File: config.mk
export PLATFORM = sky130hd
export DESIGN_NAME = traffic_light_monitor
export DESIGN_NICKNAME = d
export VERILOG_FILES = /design/src/rtl/traffic_pkg.sv /design/src/rtl/lamp_decode.sv /design/src/rtl/traffic_light_monitor.sv
export SDC_FILE = /design/constraint.sdc
export NUM_CORES = 1
export LEC_CHECK = 0
export ABC_AREA = 0
export CORE_MARGIN = 3
export CORE_UTILIZATION = 65
export CTS_CLUSTER_DIAMETER = 30
export DETAILED_ROUTE_END_ITERATION = 8
export PLACE_DENSITY = 0.95
export SLEW_MARGIN = 20
export SYNTH_ARGS = -nofsm -noshare
export SYNTH_HDL_FRONTEND = slang
export SYNTH_SLANG_ARGS = --single-unit
File: constraint.sdc
create_clock -name clk -period 7.1 [get_ports clk]
set_clock_uncertainty 0.2 [all_clocks]
set_input_delay 1.42 -clock clk [delete_from_list [all_inputs] [get_ports clk]]
set_output_delay 1.42 -clock clk [all_outputs]
set_load 0.02 [all_outputs]
File: src/rtl/traffic_pkg.sv
// Shared types for the intersection lamp interface: phases, per-approach lamp
// codes, monitor states and fault codes.
package traffic_pkg;

    typedef enum logic [1:0] {
        NSG_EWR = 2'd0,
        NSY_EWR = 2'd1,
        NSR_EWG = 2'd2,
        NSR_EWY = 2'd3
    } phase_e;

    typedef enum logic [1:0] {
        LAMP_R       = 2'd0,
        LAMP_Y       = 2'd1,
        LAMP_G       = 2'd2,
        LAMP_INVALID = 2'd3
    } lamp_e;

    typedef enum logic [1:0] {
        ST_INIT  = 2'd0,
        ST_RUN   = 2'd1,
        ST_FAULT = 2'd2
    } mon_state_e;

    localparam logic [2:0] FC_NONE        = 3'd0;
    localparam logic [2:0] FC_CONFLICT    = 3'd1;
    localparam logic [2:0] FC_INVALID     = 3'd2;
    localparam logic [2:0] FC_SEQUENCE    = 3'd3;
    localparam logic [2:0] FC_SHORT_GREEN = 3'd4;
    localparam logic [2:0] FC_SHORT_YEL   = 3'd5;
    localparam logic [2:0] FC_WATCHDOG    = 3'd6;

    // Phases advance 0->1->2->3->0; the 2-bit wrap gives the 3->0 step.
    function automatic phase_e next_phase(phase_e p);
        return phase_e'(p + 2'd1);
    endfunction

endpackage

File: src/rtl/lamp_decode.sv
// Maps one approach's red/yellow/green drives to a lamp code; any pattern
// other than exactly one lamp lit is INVALID.
module lamp_decode
    import traffic_pkg::*;
(
    input  logic       red_i,
    input  logic       yellow_i,
    input  logic       green_i,
    output logic [1:0] code_o
);

    always_comb begin
        case ({red_i, yellow_i, green_i})
            3'b100:  code_o = LAMP_R;
            3'b010:  code_o = LAMP_Y;
            3'b001:  code_o = LAMP_G;
            default: code_o = LAMP_INVALID;
        endcase
    end

endmodule

File: src/rtl/traffic_light_monitor.sv
// Safety monitor for the lamp interface: samples the six drives, tracks the
// phase, and latches a sticky fault code with a flashing-red request.
module traffic_light_monitor
    import traffic_pkg::*;
#(
    parameter int unsigned MIN_GREEN     = 25_000_000,
    parameter int unsigned MIN_YELLOW    = 5_000_000,
    parameter int unsigned MAX_PHASE     = 100_000_000,
    parameter int unsigned GLITCH_CYCLES = 16,
    parameter int unsigned FLASH_HALF    = 25_000_000
) (
    input  logic        clk,
    input  logic        reset_n,
    input  logic        red_ns,
    input  logic        yellow_ns,
    input  logic        green_ns,
    input  logic        red_ew,
    input  logic        yellow_ew,
    input  logic        green_ew,
    input  logic        clear_fault,
    output logic        fault,
    output logic [2:0]  fault_code,
    output logic [1:0]  phase,
    output logic        phase_valid,
    output logic        flash_red,
    output logic [15:0] cycle_count
);

    localparam int GW = $clog2(GLITCH_CYCLES + 1);
    localparam int FW = $clog2(FLASH_HALF + 1);
    localparam logic [GW-1:0] GLITCH_MAX = GW'(GLITCH_CYCLES);
    localparam logic [FW-1:0] FLASH_LAST = FW'(FLASH_HALF - 1);

    logic [5:0]    lamps_q;
    mon_state_e    state_q;
    phase_e        phase_q, dec_phase;
    logic [31:0]   cnt_q, cnt_d;
    logic [GW-1:0] glitch_q, glitch_d;
    logic [FW-1:0] flash_cnt_q;
    logic          exempt_q, fault_q, flash_q, valid_q;
    logic [2:0]    code_q, pat_code, viol_code;
    logic [15:0]   cycles_q;
    logic [1:0]    ns_code, ew_code;
    logic          pat_valid, conflict, glitch_hit, is_trans, legal;

    lamp_decode u_dec_ns (
        .red_i    (lamps_q[5]),
        .yellow_i (lamps_q[4]),
        .green_i  (lamps_q[3]),
        .code_o   (ns_code)
    );

    lamp_decode u_dec_ew (
        .red_i    (lamps_q[2]),
        .yellow_i (lamps_q[1]),
        .green_i  (lamps_q[0]),
        .code_o   (ew_code)
    );

    always_comb begin
        conflict  = (lamps_q[4] | lamps_q[3]) & (lamps_q[1] | lamps_q[0]);
        pat_valid = 1'b1;
        dec_phase = NSG_EWR;
        if      (ns_code == LAMP_G && ew_code == LAMP_R) dec_phase = NSG_EWR;
        else if (ns_code == LAMP_Y && ew_code == LAMP_R) dec_phase = NSY_EWR;
        else if (ns_code == LAMP_R && ew_code == LAMP_G) dec_phase = NSR_EWG;
        else if (ns_code == LAMP_R && ew_code == LAMP_Y) dec_phase = NSR_EWY;
        else                                             pat_valid = 1'b0;

        // Saturating run length of non-phase samples
        if (pat_valid)                    glitch_d = '0;
        else if (glitch_q == GLITCH_MAX)  glitch_d = glitch_q;
        else                              glitch_d = glitch_q + GW'(1);
        glitch_hit = (glitch_d == GLITCH_MAX);

        is_trans = (state_q == ST_RUN) && pat_valid && (dec_phase != phase_q);
        legal    = (dec_phase == next_phase(phase_q));

        if ((state_q == ST_INIT && pat_valid) || is_trans) cnt_d = 32'd1;
        else if (cnt_q == '1)                              cnt_d = cnt_q;
        else                                               cnt_d = cnt_q + 32'd1;

        // Pattern checks stay live in FAULT so they can override a clear
        pat_code  = conflict ? FC_CONFLICT : (glitch_hit ? FC_INVALID : FC_NONE);
        viol_code = pat_code;
        if (viol_code == FC_NONE) begin
            if (is_trans && !legal)
                viol_code = FC_SEQUENCE;
            else if (is_trans && !exempt_q && !phase_q[0] && cnt_q < MIN_GREEN)
                viol_code = FC_SHORT_GREEN;
            else if (is_trans && !exempt_q && phase_q[0] && cnt_q < MIN_YELLOW)
                viol_code = FC_SHORT_YEL;
            else if (cnt_d >= MAX_PHASE)
                viol_code = FC_WATCHDOG;
        end
    end

    always_ff @(posedge clk or negedge reset_n) begin
        if (!reset_n) begin
            lamps_q     <= '0;
            state_q     <= ST_INIT;
            phase_q     <= NSG_EWR;
            cnt_q       <= '0;
            glitch_q    <= '0;
            flash_cnt_q <= '0;
            exempt_q    <= 1'b0;
            fault_q     <= 1'b0;
            flash_q     <= 1'b0;
            valid_q     <= 1'b0;
            code_q      <= FC_NONE;
            cycles_q    <= '0;
        end else begin
            lamps_q  <= {red_ns, yellow_ns, green_ns, red_ew, yellow_ew, green_ew};
            glitch_q <= glitch_d;
            case (state_q)
                ST_INIT, ST_RUN: begin
                    if (viol_code != FC_NONE) begin
                        state_q     <= ST_FAULT;
                        fault_q     <= 1'b1;
                        code_q      <= viol_code;
                        flash_q     <= 1'b1;
                        flash_cnt_q <= '0;
                        valid_q     <= 1'b0;
                    end else begin
                        cnt_q <= cnt_d;
                        if (state_q == ST_INIT && pat_valid) begin
                            state_q  <= ST_RUN;
                            phase_q  <= dec_phase;
                            exempt_q <= 1'b1;
                            valid_q  <= 1'b1;
                        end else if (is_trans) begin
                            phase_q  <= dec_phase;
                            exempt_q <= 1'b0;
                            if (phase_q == NSR_EWY) cycles_q <= cycles_q + 16'd1;
                        end
                    end
                end
                ST_FAULT: begin
                    if (clear_fault && pat_code != FC_NONE) begin
                        code_q      <= pat_code;
                        flash_q     <= 1'b1;
                        flash_cnt_q <= '0;
                    end else if (clear_fault) begin
                        state_q     <= ST_INIT;
                        fault_q     <= 1'b0;
                        code_q      <= FC_NONE;
                        flash_q     <= 1'b0;
                        flash_cnt_q <= '0;
                        cnt_q       <= '0;
                        glitch_q    <= '0;
                        exempt_q    <= 1'b0;
                    end else if (flash_cnt_q == FLASH_LAST) begin
                        flash_q     <= ~flash_q;
                        flash_cnt_q <= '0;
                    end else begin
                        flash_cnt_q <= flash_cnt_q + FW'(1);
                    end
                end
                default: state_q <= ST_INIT;
            endcase
        end
    end

    assign fault       = fault_q;
    assign fault_code  = code_q;
    assign phase       = phase_q;
    assign phase_valid = valid_q;
    assign flash_red   = flash_q;
    assign cycle_count = cycles_q;

endmodule
* Yosys cells after proc, flatten, opt, wreduce, memory -nomap -nowiden
Index checks and enable logic that the tools add are counted.
** Storage, ports and cells
- Register bits :: 95
- Input port bits :: 9
- Logic and storage cells :: 149
** Operators by class
- Add/subtract/negate cells :: 5
- $lt $le $gt $ge :: 3
- Equal/unequal tests :: 27
- Muxes and demuxes :: 58
- Bitwise gates (word level) :: 6
- Reduce and logical (&&, ||, !) cells :: 38
** Operators with widths (count)
- 2-to-1 mux 32 bit :: 5
- 2-to-1 mux 25 bit :: 4
- one-hot mux 32 bit (2 select lines) :: 1
- one-hot mux 25 bit (2 select lines) :: 1
- adder 32 x 1 -> 32 bit (second input constant) :: 1
- == test 32 bit (second input constant) :: 1
- >= comparator 32 x 27 -> 1 bit (second input constant) :: 1
- less-than comparator 32 x 23 -> 1 bit (second input constant) :: 1
- less-than comparator 32 x 25 -> 1 bit (second input constant) :: 1
- adder 25 x 1 -> 25 bit (second input constant) :: 1
- == test 25 bit (second input constant) :: 1
- 2-to-1 mux 5 bit :: 5
- 2-to-1 mux 2 bit :: 12
- 2-to-1 mux 3 bit :: 8
- adder 16 x 1 -> 16 bit (second input constant) :: 1
- 2-to-1 mux 1 bit :: 15
- logical AND 1 bit :: 14
- one-hot mux 2 bit (3 select lines) :: 2
- AND reduction 3 bit :: 4
- == test 5 bit (second input constant) :: 2
- AND reduction 5 bit :: 2
- != test 3 bit (second input constant) :: 3
- == test 2 bit (second input constant) :: 4
- != test 2 bit (second input constant) :: 4
- 24 further kinds :: 43

* Depth between registers and ports, before layout
- Depth in word-level cells :: 21
- Depth in mapped cells :: 13

* Modules after synthesis
A second synthesis with hierarchy kept.
** Unflattened totals
- Cell total of the unflattened synthesis :: 682
- Area, all modules :: 5758.0 um^2
** By module, submodules not included
- traffic_light_monitor :: instances 1, cells each 674, area each 5698.0 um^2, sequential area each 2377.3 um^2
- lamp_decode :: instances 2, cells each 4, area each 30.0 um^2, sequential area each 0.0 um^2

* Worst setup path after synthesis
No wires, ideal clock.
- Path kind :: reg2reg
- From :: register cnt_q[0]
- To :: register cnt_q[18]
- Library setup time :: 0.133 ns
- Arrival :: 3.358 ns
- Required time :: 6.767 ns
- Path slack :: 3.409 ns
- Cell stages (with the launch flop) :: 14
- Buffers on the path :: 3
- Period minus slack after synthesis :: 3.691 ns
- Cell sequence :: dfrtp_1 -> ha_1 -> and4_1 -> and4_1 -> clkbuf_1 -> nand3_2 -> a2111oi_2 -> o32ai_1 -> a2111o_1 -> a2111o_1 -> buf_2 -> clkbuf_1 -> a31oi_1 -> o31ai_2
** On the way
- Longest elaborated chain between the ends :: 12
** RTL lines
- from (decl) :: RTL line traffic_light_monitor.sv:37 : logic [31:0] cnt_q, cnt_d;
- from (signal assigned) :: RTL line traffic_light_monitor.sv:125 : cnt_q <= cnt_d;
- adder 32 x 1 -> 32 bit / == test 32 bit (equally long branches) :: RTL line traffic_light_monitor.sv:81, traffic_light_monitor.sv:80
- 2-to-1 mux 32 bit :: RTL line traffic_light_monitor.sv:80 : else if (cnt_q == '1) cnt_d = cnt_q;
- 2-to-1 mux 32 bit :: RTL line traffic_light_monitor.sv:79 : if ((state_q == ST_INIT && pat_valid) || is_trans) cnt_d = 32'd1;
- >= comparator 32 x 27 -> 1 bit :: RTL line traffic_light_monitor.sv:93 : else if (cnt_d >= MAX_PHASE)
- 2-to-1 mux 3 bit :: RTL line traffic_light_monitor.sv:93
- 2-to-1 mux 3 bit :: RTL line traffic_light_monitor.sv:91 : else if (is_trans && !exempt_q && phase_q[0] && cnt_q < MIN_YELLOW)
- 2-to-1 mux 3 bit :: RTL line traffic_light_monitor.sv:89 : else if (is_trans && !exempt_q && !phase_q[0] && cnt_q < MIN_GREEN)
- 2-to-1 mux 3 bit :: RTL line traffic_light_monitor.sv:87 : if (is_trans && !legal)
- 2-to-1 mux 3 bit :: RTL line traffic_light_monitor.sv:86 : if (viol_code == FC_NONE) begin
- nonzero test 3 bit :: RTL line traffic_light_monitor.sv:117 : if (viol_code != FC_NONE) begin
- != test 2 bit (no source line)
- AND reduction 4 bit (no source line)
Several ways; a longest one is shown, not always the timed one. The select of a mux whose other input is x is not followed.
A chain may end at the register's enable or synchronous reset.

* Worst setup path in the final report
- From :: register cnt_q[18]
- To :: register cnt_q[21]
Same word-level chain as after synthesis.

==> results.toml <==
[detailed_routing]
vias = 5490
drt_iter0_drc = 577
drc = 0
antenna_left = 0
wl_mm = 15.5
viasPerCell = 7.12
wl_per_cell_um = 20.1
drtPass1Iterations = 5

[run_status]
status = "finished clean"

[clock_tree]
ctsHoldBuffers = 0
h-tree-depth = 3
cts_buffers = 9
cts_buffer_depth = 2
cts_setup_buffers = 0
path_clk_slew_ps = 100
cts_tree = "yes"
cts_sinks = 95
clkLatencyLatePin_ps = 370
clockRootBuffer = "clkbuf_8"
cts-resized-gates = 0

[sta]
tightest_slew_ps = 841
relSlewSlack = 0.434
finalCritPeriodShare = 0.669
rsz0062_at_grt = "false"
slew_violations = 0
max_freq_mhz = 211
setup_violations = 0
period_needed_ps = 4750
setup_tns_ps = 0
hold_violations = 0

[floorplan]
die_w_um = 102
start_util = 0.674
die_height_um = 102
core_area_um2 = 8810
rows = 34
ios = 33
die_area_um2 = 10300

[synthesis]
syn_area_per_cell_um2 = 9.01
synth_top_area_cell = "dfrtp_1"
ys.flop_type = "dfrtp_1"
ys_types = 80
synth_top_cell_area_share = 0.400
synth_warnings = 0
synth-edff-count = 0
async_flop_share = 1.00
synth_nets = 674
synth_area_um2 = 5940
yosys-top-cells-area = "dfrtp_1 40%, and3_1 4.7%, nand2_1 3.7%"
synth_cells = 659
ys_ff_latch = 95
seq_area_frac_synth = 0.400

[cells_and_area]
layout.cells.non_filler = 771
n_antenna_cell = 0
fin_util = 0.725
drive_above_1_share = 0.0905
area_growth_pct = 7.54
mostFrequentLayoutCell = "dfrtp_1"
fillCellCount = 652
final_nets = 673
mostFrequentLayoutCells = "95 x dfrtp_1, 58 x nand2_1, 49 x nor2_1"

[power_and_ir_drop]
power_frac_comb = 0.344
clock_power_share = 0.193
cellLeakagePower_nw = 2.70
ir_drop_uv = 172
p_int_mw = 1.02
switching_share = 0.430
pwr_density_cell_nw_per_um2 = 280
power.share.sequential = 0.463
p_switching_uw = 769
power_mw = 1.79

[place]
portBuffers = 32
hpwl_mm = 10.6
place.gp.congestion = 0.989
numPlacedInstances = 755

[critical_path]
crit_path_end = "cnt_q[21]"
crit_path_start_kind = "flop"
endpoint_kind = "flop"
worst_ep_required_time_ps = 7170
reg2reg_to = "cnt_q[21]"
cp_max_fo = 17
reg2reg_depth = 9
crit_arrival_ps = 4820
setup.worst_path.start = "cnt_q[18]"
timing.rr.start = "cnt_q[18]"
worst-setup-path-type = "reg2reg"
r2r_setup_slack_ps = 2350

[global_routing]
grt_pass1_wl_mm = 26.1
grt_usage = 0.314
grt_start_max_net_pins = 54
grt_pass1_vias = 5355
grt_overflow = 0
antenna_found_initial = 0

[min_path]
hold_class = "reg2reg"
hp-start = "cycle_count[15]"
holdPathStages = 1

[run]
drv_cap = 0
==> per-layer routing <==
layer | up-vias | GRT usage | share of wire
li1 | 2505 | - | -
met1 | 2646 | 0.429 | 0.41
met2 | 289 | 0.515 | 0.49
met3 | 50 | 0.0461 | 0.078
met4 | 0 | 0.107 | 0.023
met5 | - | 0 | 0
==> stage by stage <==
| stage | worst slack [ps] | area, um2 | hold WS [ps] |
|---|---|---|---|
| after CTS | 2460 | 6380 | 289 |
| after global routing | 2060 | 6390 | 300 |
| after global placement | 2580 | 6200 | 257 |
| after floorplan | 3410 | 5940 | 261 |
| final | 2350 | 6390 | 287 |
| after detailed placement | 2460 | 6200 | 271 |
==> cells by family (layout without fill, tap and decap cells) <==
family | Yosys count | after routing | synth area share
AO/OA/AOI/OAI | 175 | 175 | 0.224
XOR/XNOR | 28 | 28 | 0.0413
adder cells (fa/ha/maj) | 6 | 6 | 0.0126
buffers and inverters | 61 | 65 | 0.0455
flip-flops | 95 | 95 | 0.400
multiplexers | 7 | 7 | 0.0126
AND/OR/NAND/NOR | 287 | 287 | 0.263
==> worst max-delay path, cell delays in order, from the launching register on <==
cell	delay (ps)
dfrtp_1	570
nand3_2	160
nor3_1	610
nand3_2	470
a2111oi_2	490
o32ai_1	190
a2111o_1	530
a2111oi_4	750
nand2_4	330
o41ai_1	340
==> final cells by class <==
type,instances,area (um2),area share
clock inverters,6,43.8,0.00686
repair buffers,37,355,0.0556
well taps,108,135,0.0212
multi-input cells,503,3290,0.515
inverters,12,45.0,0.00705
clock buffers,10,138,0.0216
flip-flops and latches,95,2380,0.372
==> power by group through the flow <==
stage	logic [mW]	clock network, mW	registers [mW]
after floorplan	0.542	0	0.724
after global placement	0.569	0	0.812
after detailed placement	0.597	0	0.828
after CTS	0.602	0.344	0.818
after global routing	0.678	0.365	0.850
final	0.614	0.344	0.828
==> how the worst min path moves through the flow <==
stage / endpoint
finish: cycle_count[15]
global route: cycle_count[15]
CTS: cycle_count[15]
detailed placement: cycle_count[15]
global placement: cycle_count[15]
floorplan: flash_cnt_q[0]
==> flip-flops by register name, indices dropped and copies added, names as in the netlist <==
register,cells
lamps_q,6
cnt_q,32
cycle_count,16
fault_code,3
flash_cnt_q,25
phase_valid,1
glitch_q,5
state_q,2
exempt_q,1
phase,2
fault,1
flash_red,1
==> synthesized netlist by cell type (all sizes together) (4+ instances only) <==
master   instances
dfrtp           95
nand2           60
nor2            50
and3            46
nand3           35
a21oi           34
a31oi           27
clkbuf          25
buf             24
nand4           23
o31ai           22
o21ai           21
nor3            19
xor2            16
a41oi           13
inv             12
xnor2           12
and4            10
nor4            10
ha               6
o211a            6
and2             5
a2111oi          4
a211oi           4
mux2             4
nand3b           4
nor3b            4
nor4b            4
o211ai           4
o22a             4
or3              4
No activity file was read; power rests on OpenSTA's default activity.
